==> src/rtl/ysyx_24110006_pkg.sv <==
// rtl/ysyx_24110006_pkg.sv - shared opcodes, fetch FSM states and bus constants for the IFU
package ysyx_24110006_pkg;

  localparam logic [31:0] RESET_PC_DEFAULT = 32'h8000_0000;
  localparam logic [1:0]  RESP_OKAY        = 2'b00;

  localparam logic [6:0] OP_IMM    = 7'b0010011;
  localparam logic [6:0] OP_JALR   = 7'b1100111;
  localparam logic [6:0] OP_LOAD   = 7'b0000011;
  localparam logic [6:0] OP_SYSTEM = 7'b1110011;
  localparam logic [6:0] OP_LUI    = 7'b0110111;
  localparam logic [6:0] OP_AUIPC  = 7'b0010111;
  localparam logic [6:0] OP_JAL    = 7'b1101111;
  localparam logic [6:0] OP_STORE  = 7'b0100011;
  localparam logic [6:0] OP_BRANCH = 7'b1100011;
  localparam logic [6:0] OP_REG    = 7'b0110011;

  typedef enum logic [2:0] {
    ST_IDLE = 3'd0,
    ST_AR   = 3'd1,
    ST_R    = 3'd2,
    ST_DONE = 3'd3,
    ST_WAIT = 3'd4,
    ST_HALT = 3'd5
  } ifu_state_e;

endpackage

==> src/rtl/ysyx_24110006_immgen.sv <==
// rtl/ysyx_24110006_immgen.sv - combinational sign-extended immediate generator
module ysyx_24110006_immgen
  import ysyx_24110006_pkg::*;
(
  input  logic [31:0] i_inst,
  output logic [31:0] o_imm
);

  logic [6:0] w_opcode;

  assign w_opcode = i_inst[6:0];

  // R-type carries funct7 so decode can tell mul/sub variants apart via the immediate path.
  always_comb begin
    o_imm = 32'h0;
    case (w_opcode)
      OP_IMM, OP_JALR, OP_LOAD, OP_SYSTEM:
        o_imm = {{20{i_inst[31]}}, i_inst[31:20]};
      OP_LUI, OP_AUIPC:
        o_imm = {i_inst[31:12], 12'b0};
      OP_JAL:
        o_imm = {{11{i_inst[31]}}, i_inst[31], i_inst[19:12], i_inst[20], i_inst[30:21], 1'b0};
      OP_STORE:
        o_imm = {{20{i_inst[31]}}, i_inst[31:25], i_inst[11:7]};
      OP_BRANCH:
        o_imm = {{19{i_inst[31]}}, i_inst[31], i_inst[7], i_inst[30:25], i_inst[11:8], 1'b0};
      OP_REG:
        o_imm = {25'b0, i_inst[31:25]};
      default:
        o_imm = 32'h0;
    endcase
  end

endmodule

==> src/rtl/ysyx_24110006_ifu.sv <==
// rtl/ysyx_24110006_ifu.sv - multi-cycle instruction fetch unit (PC, AXI-lite read, immgen)
// Optional performance counters enabled by defining YSYX_IFU_PERF_EN.
module ysyx_24110006_ifu
  import ysyx_24110006_pkg::*;
#(
  parameter logic [31:0] RESET_PC = RESET_PC_DEFAULT
) (
  input  logic        i_clock,
  input  logic        i_reset,
  input  logic        i_pc_valid,
  input  logic [31:0] i_dnpc,
  output logic [31:0] o_pc,
  output logic        o_mem_arvalid,
  output logic [31:0] o_mem_araddr,
  input  logic        i_mem_arready,
  input  logic        i_mem_rvalid,
  input  logic [31:0] i_mem_rdata,
  input  logic [1:0]  i_mem_rresp,
  output logic        o_mem_rready,
  output logic [31:0] o_inst,
  output logic [31:0] o_imm,
  output logic        o_valid,
  output logic        o_fault,
  output logic [31:0] o_fetch_cnt,
  output logic [31:0] o_stall_cnt
);

  ifu_state_e  r_state;
  logic [31:0] r_pc;
  logic [31:0] r_inst;
  logic [31:0] r_imm;
  logic        r_arvalid;
  logic        r_rready;
  logic        r_valid;
  logic        r_fault;
  logic [31:0] w_imm;

  ysyx_24110006_immgen u_immgen (
    .i_inst (i_mem_rdata),
    .o_imm  (w_imm)
  );

  // Handshake flags are set on entry to their state so they track the state register exactly.
  always_ff @(posedge i_clock or posedge i_reset) begin
    if (i_reset) begin
      r_state   <= ST_IDLE;
      r_pc      <= RESET_PC;
      r_inst    <= 32'h0;
      r_imm     <= 32'h0;
      r_arvalid <= 1'b0;
      r_rready  <= 1'b0;
      r_valid   <= 1'b0;
      r_fault   <= 1'b0;
    end else begin
      case (r_state)
        ST_IDLE: begin
          r_state   <= ST_AR;
          r_arvalid <= 1'b1;
        end
        ST_AR: begin
          if (i_mem_arready) begin
            r_state   <= ST_R;
            r_arvalid <= 1'b0;
            r_rready  <= 1'b1;
          end
        end
        ST_R: begin
          if (i_mem_rvalid) begin
            r_rready <= 1'b0;
            if (i_mem_rresp == RESP_OKAY) begin
              r_inst  <= i_mem_rdata;
              r_imm   <= w_imm;
              r_valid <= 1'b1;
              r_state <= ST_DONE;
            end else begin
              r_fault <= 1'b1;
              r_state <= ST_HALT;
            end
          end
        end
        ST_DONE: begin
          r_valid <= 1'b0;
          r_state <= ST_WAIT;
        end
        ST_WAIT: begin
          if (i_pc_valid) begin
            if (i_dnpc[1:0] == 2'b00) begin
              r_pc      <= i_dnpc;
              r_arvalid <= 1'b1;
              r_state   <= ST_AR;
            end else begin
              r_fault <= 1'b1;
              r_state <= ST_HALT;
            end
          end
        end
        ST_HALT: begin
          r_arvalid <= 1'b0;
          r_rready  <= 1'b0;
          r_valid   <= 1'b0;
        end
        default: begin
          r_arvalid <= 1'b0;
          r_rready  <= 1'b0;
          r_valid   <= 1'b0;
          r_state   <= ST_HALT;
        end
      endcase
    end
  end

  assign o_pc          = r_pc;
  assign o_mem_araddr  = r_pc;
  assign o_mem_arvalid = r_arvalid;
  assign o_mem_rready  = r_rready;
  assign o_inst        = r_inst;
  assign o_imm         = r_imm;
  assign o_valid       = r_valid;
  assign o_fault       = r_fault;

`ifdef YSYX_IFU_PERF_EN
  logic [31:0] r_fetch_cnt;
  logic [31:0] r_stall_cnt;
  logic        w_stall;

  assign w_stall = (r_state == ST_AR && !i_mem_arready) ||
                   (r_state == ST_R  && !i_mem_rvalid);

  always_ff @(posedge i_clock or posedge i_reset) begin
    if (i_reset) begin
      r_fetch_cnt <= 32'h0;
      r_stall_cnt <= 32'h0;
    end else begin
      if (r_valid) r_fetch_cnt <= r_fetch_cnt + 32'd1;
      if (w_stall) r_stall_cnt <= r_stall_cnt + 32'd1;
    end
  end

  assign o_fetch_cnt = r_fetch_cnt;
  assign o_stall_cnt = r_stall_cnt;
`else
  assign o_fetch_cnt = 32'h0;
  assign o_stall_cnt = 32'h0;
`endif

endmodule

==> config.mk <==
export PLATFORM = sky130hd
export DESIGN_NAME = ysyx_24110006_ifu
export DESIGN_NICKNAME = d
export VERILOG_FILES = /design/src/rtl/ysyx_24110006_pkg.sv /design/src/rtl/ysyx_24110006_immgen.sv /design/src/rtl/ysyx_24110006_ifu.sv
export SDC_FILE = /design/constraint.sdc
export NUM_CORES = 1
export LEC_CHECK = 0
export BUFFER_PORTS_ARGS = -buffer_cell sky130_fd_sc_hd__buf_2
export CORE_MARGIN = 1
export CORE_UTILIZATION = 45
export CTS_BUF_LIST = sky130_fd_sc_hd__clkbuf_16
export DETAILED_ROUTE_END_ITERATION = 16
export GPL_TIMING_DRIVEN = 0
export HOLD_SLACK_MARGIN = 0.08
export PLACE_DENSITY = 0.89
export SLEW_MARGIN = 5
export SYNTH_ARGS = -nofsm -noshare
export SYNTH_HDL_FRONTEND = slang
export SYNTH_SLANG_ARGS = --single-unit
==> constraint.sdc <==
create_clock -name i_clock -period 4.4 [get_ports i_clock]
set_input_delay 0.66 -clock i_clock [delete_from_list [all_inputs] [get_ports i_clock]]
set_output_delay 0.66 -clock i_clock [all_outputs]
set_load 0.01 [all_outputs]
After elaboration in Yosys (flattened, before gate mapping). Cells that the tools add are included.

Bits in registers: 103. Input port bits: 71. Output and inout port bits: 196. Word-level logic and storage cells: 72.

Equal/unequal tests: 22. Muxes and demuxes: 22. Bitwise gates (word level): 4. Reductions and logical operators: 16.

Operator list (number): $pmux 32 s6 (1); $eq 7x7->1 const B (4); $eq 7x6->1 const B (3); $pmux 3 s6 (1); $mux 3 (5); $eq 7x5->1 const B (2); $ne 2x2->1 const B (7); $reduce_and 3->1 (4); $mux 1 (11); $reduce_and 4->1 (2); $eq 7x2->1 const B (1); $eq 3x2->1 const B (2); $eq 3x3->1 const B (2); $reduce_or 3->1 (2); $reduce_and 5->1 (1); $logic_not 2->1 (2); $not 1->1 (4); $pmux 1 s2 (2); $pmux 1 s4 (1); $reduce_or 2->1 (2); $reduce_or 4->1 (1); $eq 3x1->1 const B (1); $logic_not 3->1 (1); $pmux 1 s3 (1); $reduce_bool 2->1 (1).

Depth between registers and ports, before layout.
Depth in word-level cells: 4. Mapped depth: 7. Gate-level depth less buffers: 5.

By module. A second synthesis with hierarchy kept.

Cells, all modules: 428. Area, all modules: 5526.6 um^2.

By module, submodules not included: ysyx_24110006_ifu (times used 1, cells an instance 344, area an instance 4872.2 um^2, sequential area each 2578.7 um^2); ysyx_24110006_immgen (times used 1, cells an instance 84, area an instance 654.4 um^2, sequential area each 0.0 um^2).

Worst setup path after synthesis. No wires, ideal clock.

Path kind: input to register. Start point: in i_mem_rdata[3]. End point: reg r_imm[11], in the netlist o_imm[11]. Library setup time: 74 ps. Arrival time: 1579 ps. Required time: 4326 ps. Path slack: 2746 ps. Stages on the path: 7. Buffers on the path: 2. Cell sequence: buf_6 nor2_4 o21ai_1 o31ai_2 nand3_4 buf_6 o21ai_2.

Word-level cells in the longest chain between the ends: 3. Elaborated cells between the ends (all ways): 13. Those cells by class: 10 x eq/ne; 1 x mux; 2 x reduce/logical.

Ends and longest elaborated chain: start: declaration (line ysyx_24110006_ifu.sv:17) `input logic [31:0] i_mem_rdata,`; $eq 7x5->1, or another cell as far along (line ysyx_24110006_immgen.sv:16) `case (w_opcode)`; $reduce_or 4->1 / $reduce_or 2->1 (equally long branches) (line ysyx_24110006_immgen.sv:16); $pmux 32 s6 * (line ysyx_24110006_immgen.sv:16); end signal: assignment (line ysyx_24110006_ifu.sv:72) `r_imm <= w_imm;`; end: declaration (line ysyx_24110006_ifu.sv:31) `logic [31:0] r_imm;`.

Mark *: on every way between the ends. The rest lies on a longest branch, timed or not. A chain may end at the register's enable or synchronous reset.

Final worst setup path.
Start point: reg r_pc[31], in the netlist o_mem_araddr[31]. End point: out o_pc[31].

RTL lines: start: declaration (line ysyx_24110006_ifu.sv:29) `logic [31:0] r_pc;`; start signal: assignment (line ysyx_24110006_ifu.sv:88) `r_pc <= i_dnpc;`; end: declaration (line ysyx_24110006_ifu.sv:12) `output logic [31:0] o_pc,`.

No word-level cell between the ends.

==> results.md <==
- DRC: 0
- Seq cells post-synth: 103
- Met3 Use GR: between 5 and 6%
- Post-synth top area cell: dfrtp_1
- PortBufs: 201
- Max Cap Viol: 0
- Yosys Warn Count: 0
- H-tree levels: 3
- RSZ-0062 raised after global routing: no
- Worst Hold Class: in2async
- Global-route wire length before repair: 20600 um
- Fin. max-slew vios: 0
- Via count: approximately 4500
- Fmax: around 570 MHz
- Post-Syn Area: approximately 5300 um2
- Share of cells above drive strength 1: 46.5%
- Crit path DAT: 1080 ps
- Post-Synthesis Cells: 547
- Final cycle utilization of the critical path: 39.6%
- Setup CP Type: reg2out
- Iter 0 DRT Violations: between 300 and 400
- GRT Util Overall: 22.4%
- Met1 usage: 26.4%
- GR Overflow Total: 0
- Die area: 12100 um2
- Peak supply drop: 0.000226 V
- FP Rows: 39
- Top-area cell type share of the netlist area: 48.5%
- Critical Path RT: 3740 ps
- Clk Latency, worst-skew pair: 340 ps
- Async SR Flop Fraction: 100%
- Distinct cells, synth: 45
- Antenna violations before repair: 1
- Avg WL per Cell: ~15 um
- Syn Area/Cell: 9.62 um2
- Hold_buf cts: 0
- Tmin final: approximately 1700 ps
- Root buffer cell: clkbuf_16
- Top FF cell, synth: dfrtp_1
- Area Overhead vs Synth: 33.4%
- P_leak: 4.25 nW
- CTS tree: done
- CTS sink count: ~100
- Register Area: 2580 um2
- Actual slew at the worst max-slew pin: 571 ps
- DP Wirelength: 11100 um
- Crit end category: output pin
- Pwr dens: 277 nW/um2
- Synth area leaders: dfrtp_1 (49%), buf_4 (15%), nand2_1 (9.8%), mux2_2 (5.4%), a21oi_1 (3.4%)
- Core area: 11400 um2
- Final core occ: 61.5%
- Die height: 110 um
- Post_cts resized: 0
- M2 GR Usage: 40.0%
- Nets: 894
- Pre-CTS setup slack: 2380 ps
- Seq/Total Area, Yosys: 49.0%
- Max FO, Critical Path: 3
- DRT Pass-1 Iters: 4
- Setup Skew: 10.3 ps
- Multi-input gate area: 2020 um2
- Initial Util: a little under half
- Max-slew headroom: 62.0%
- Post-Route WL: 14100 um
- Largest net degree at the start of global routing: 66
- Vias in the first global route: approximately 4100
- Post-synth top cells: nand2_1 (137), buf_4 (102), dfrtp_1 (102), a21oi_1 (36), mux2_2 (25)
- Clock Path Buffers: 2
- Status: completed
- Final setup fails: 0
- GP Congestion: 0.871
- Clk slew on worst S/H paths: around 70 ps
- Vias/cell: 4.64
- Grt peak-use layer: met2
- I/O pin count: 267
- Worst Slack Setup Final: about 2700 ps
- Top-count cell post-synth: nand2_1
- Post-synth EDFFs: 0
- Crit path launch type: flip-flop
- ANT nets after route: 0
- Final hold vios: 0
- CTS buffer count: 9
- Die width: between 100 and 150 um
- Fillcell total: 977
- Post-CTS setup buffers: 0
cell families after synthesis:
| kind of cell | after synthesis | share of synthesized area, % |
|---|---|---|
| compound gates | 92 | 10.5 |
| xor+xnor | 1 | 0.166 |
| buf+inv | 127 | 17.1 |
| flops | 103 | 49.0 |
| mux | 32 | 6.80 |
| other cells | 1 | 0.0713 |
| simple gates | 191 | 16.3 |
per-stage QoR:
step / hold slack, ps / TNS (ps) / power (mW) / instance area [um2] / cells
final: 357 / 0 / 1.94 / 7020 / 972
after global routing: 385 / 0 / 2.02 / 7020 / 971
after CTS: 368 / 0 / 1.96 / 7020 / 971
after detailed placement: 456 / 0 / 1.14 / 6710 / 955
after global placement: 454 / -16110 / 1.14 / 6680 / 954
after floorplan: 511 / 0 / 1.08 / 5500 / 610
critical path, stage by stage, from the launching register on:
cell     delay, ps
dfstp_2        540
buf_4          100
buf_2          110
state kept, by name, indices dropped and copies added (netlist names):
signal         cells
o_imm             32
o_inst            32
o_mem_araddr      32
r_state            3
o_fault            1
o_mem_arvalid      1
o_mem_rready       1
o_valid            1
worst paths after layout:
| path | end | start | depth (start not counted) | slack (ps) |
|---|---|---|---|---|
| hold / removal | o_mem_araddr[19] | i_reset | 2 | 360 |
| setup / recovery | o_pc[31] | o_mem_araddr[31] | 2 | 2660 |
| setup reg to reg | o_inst[24] | r_state[0] | 6 | 2740 |
| max in group asynchronous | o_mem_araddr[31] | i_reset | 3 | 3330 |
| min in group i_clock | o_imm[7] | o_imm[7] | 2 | 470 |
| hold reg to reg | o_imm[7] | o_imm[7] | 2 | 470 |
cell usage in the layout (no fill, tap or decap), types with 4 or more instances in the layout:
master and n:
nor2b_1 8, inv_1 4, nand3_1 5, buf_2 216, nor2_1 13, dfrtp_1 102
o21ai_0 12, buf_4 102, clkbuf_16 9, a21oi_1 36, conb_1 64, o21ai_2 12
nand2_1 137, mux2_1 5, o21ai_1 18, and2_1 5, mux2_2 25
area by class of cell:
class	instances	area share [%]
Antenna cell	1	0.0356
Buffer	123	12.6
Clock buffer	9	3.21
Clock inverter	7	1.14
Inverter	4	0.250
Multi-Input combinational cell	380	28.7
Sequential cell	103	36.7
Tap cell	143	2.55
Timing Repair Buffer	202	14.7
report_power, final:
part           internal [mW]  switching [mW]
Sequential             0.946               0
Clock                  0.449           0.369
Combinational         0.0793           0.101
metal layers:
layer  vias up  share of wire (%)
li1       2191                  -
met1      2125                 40
met2       179                 51
met3        15                8.0
met4         0                1.3
met5         -                  0
Power figures use the tool's default switching activity.
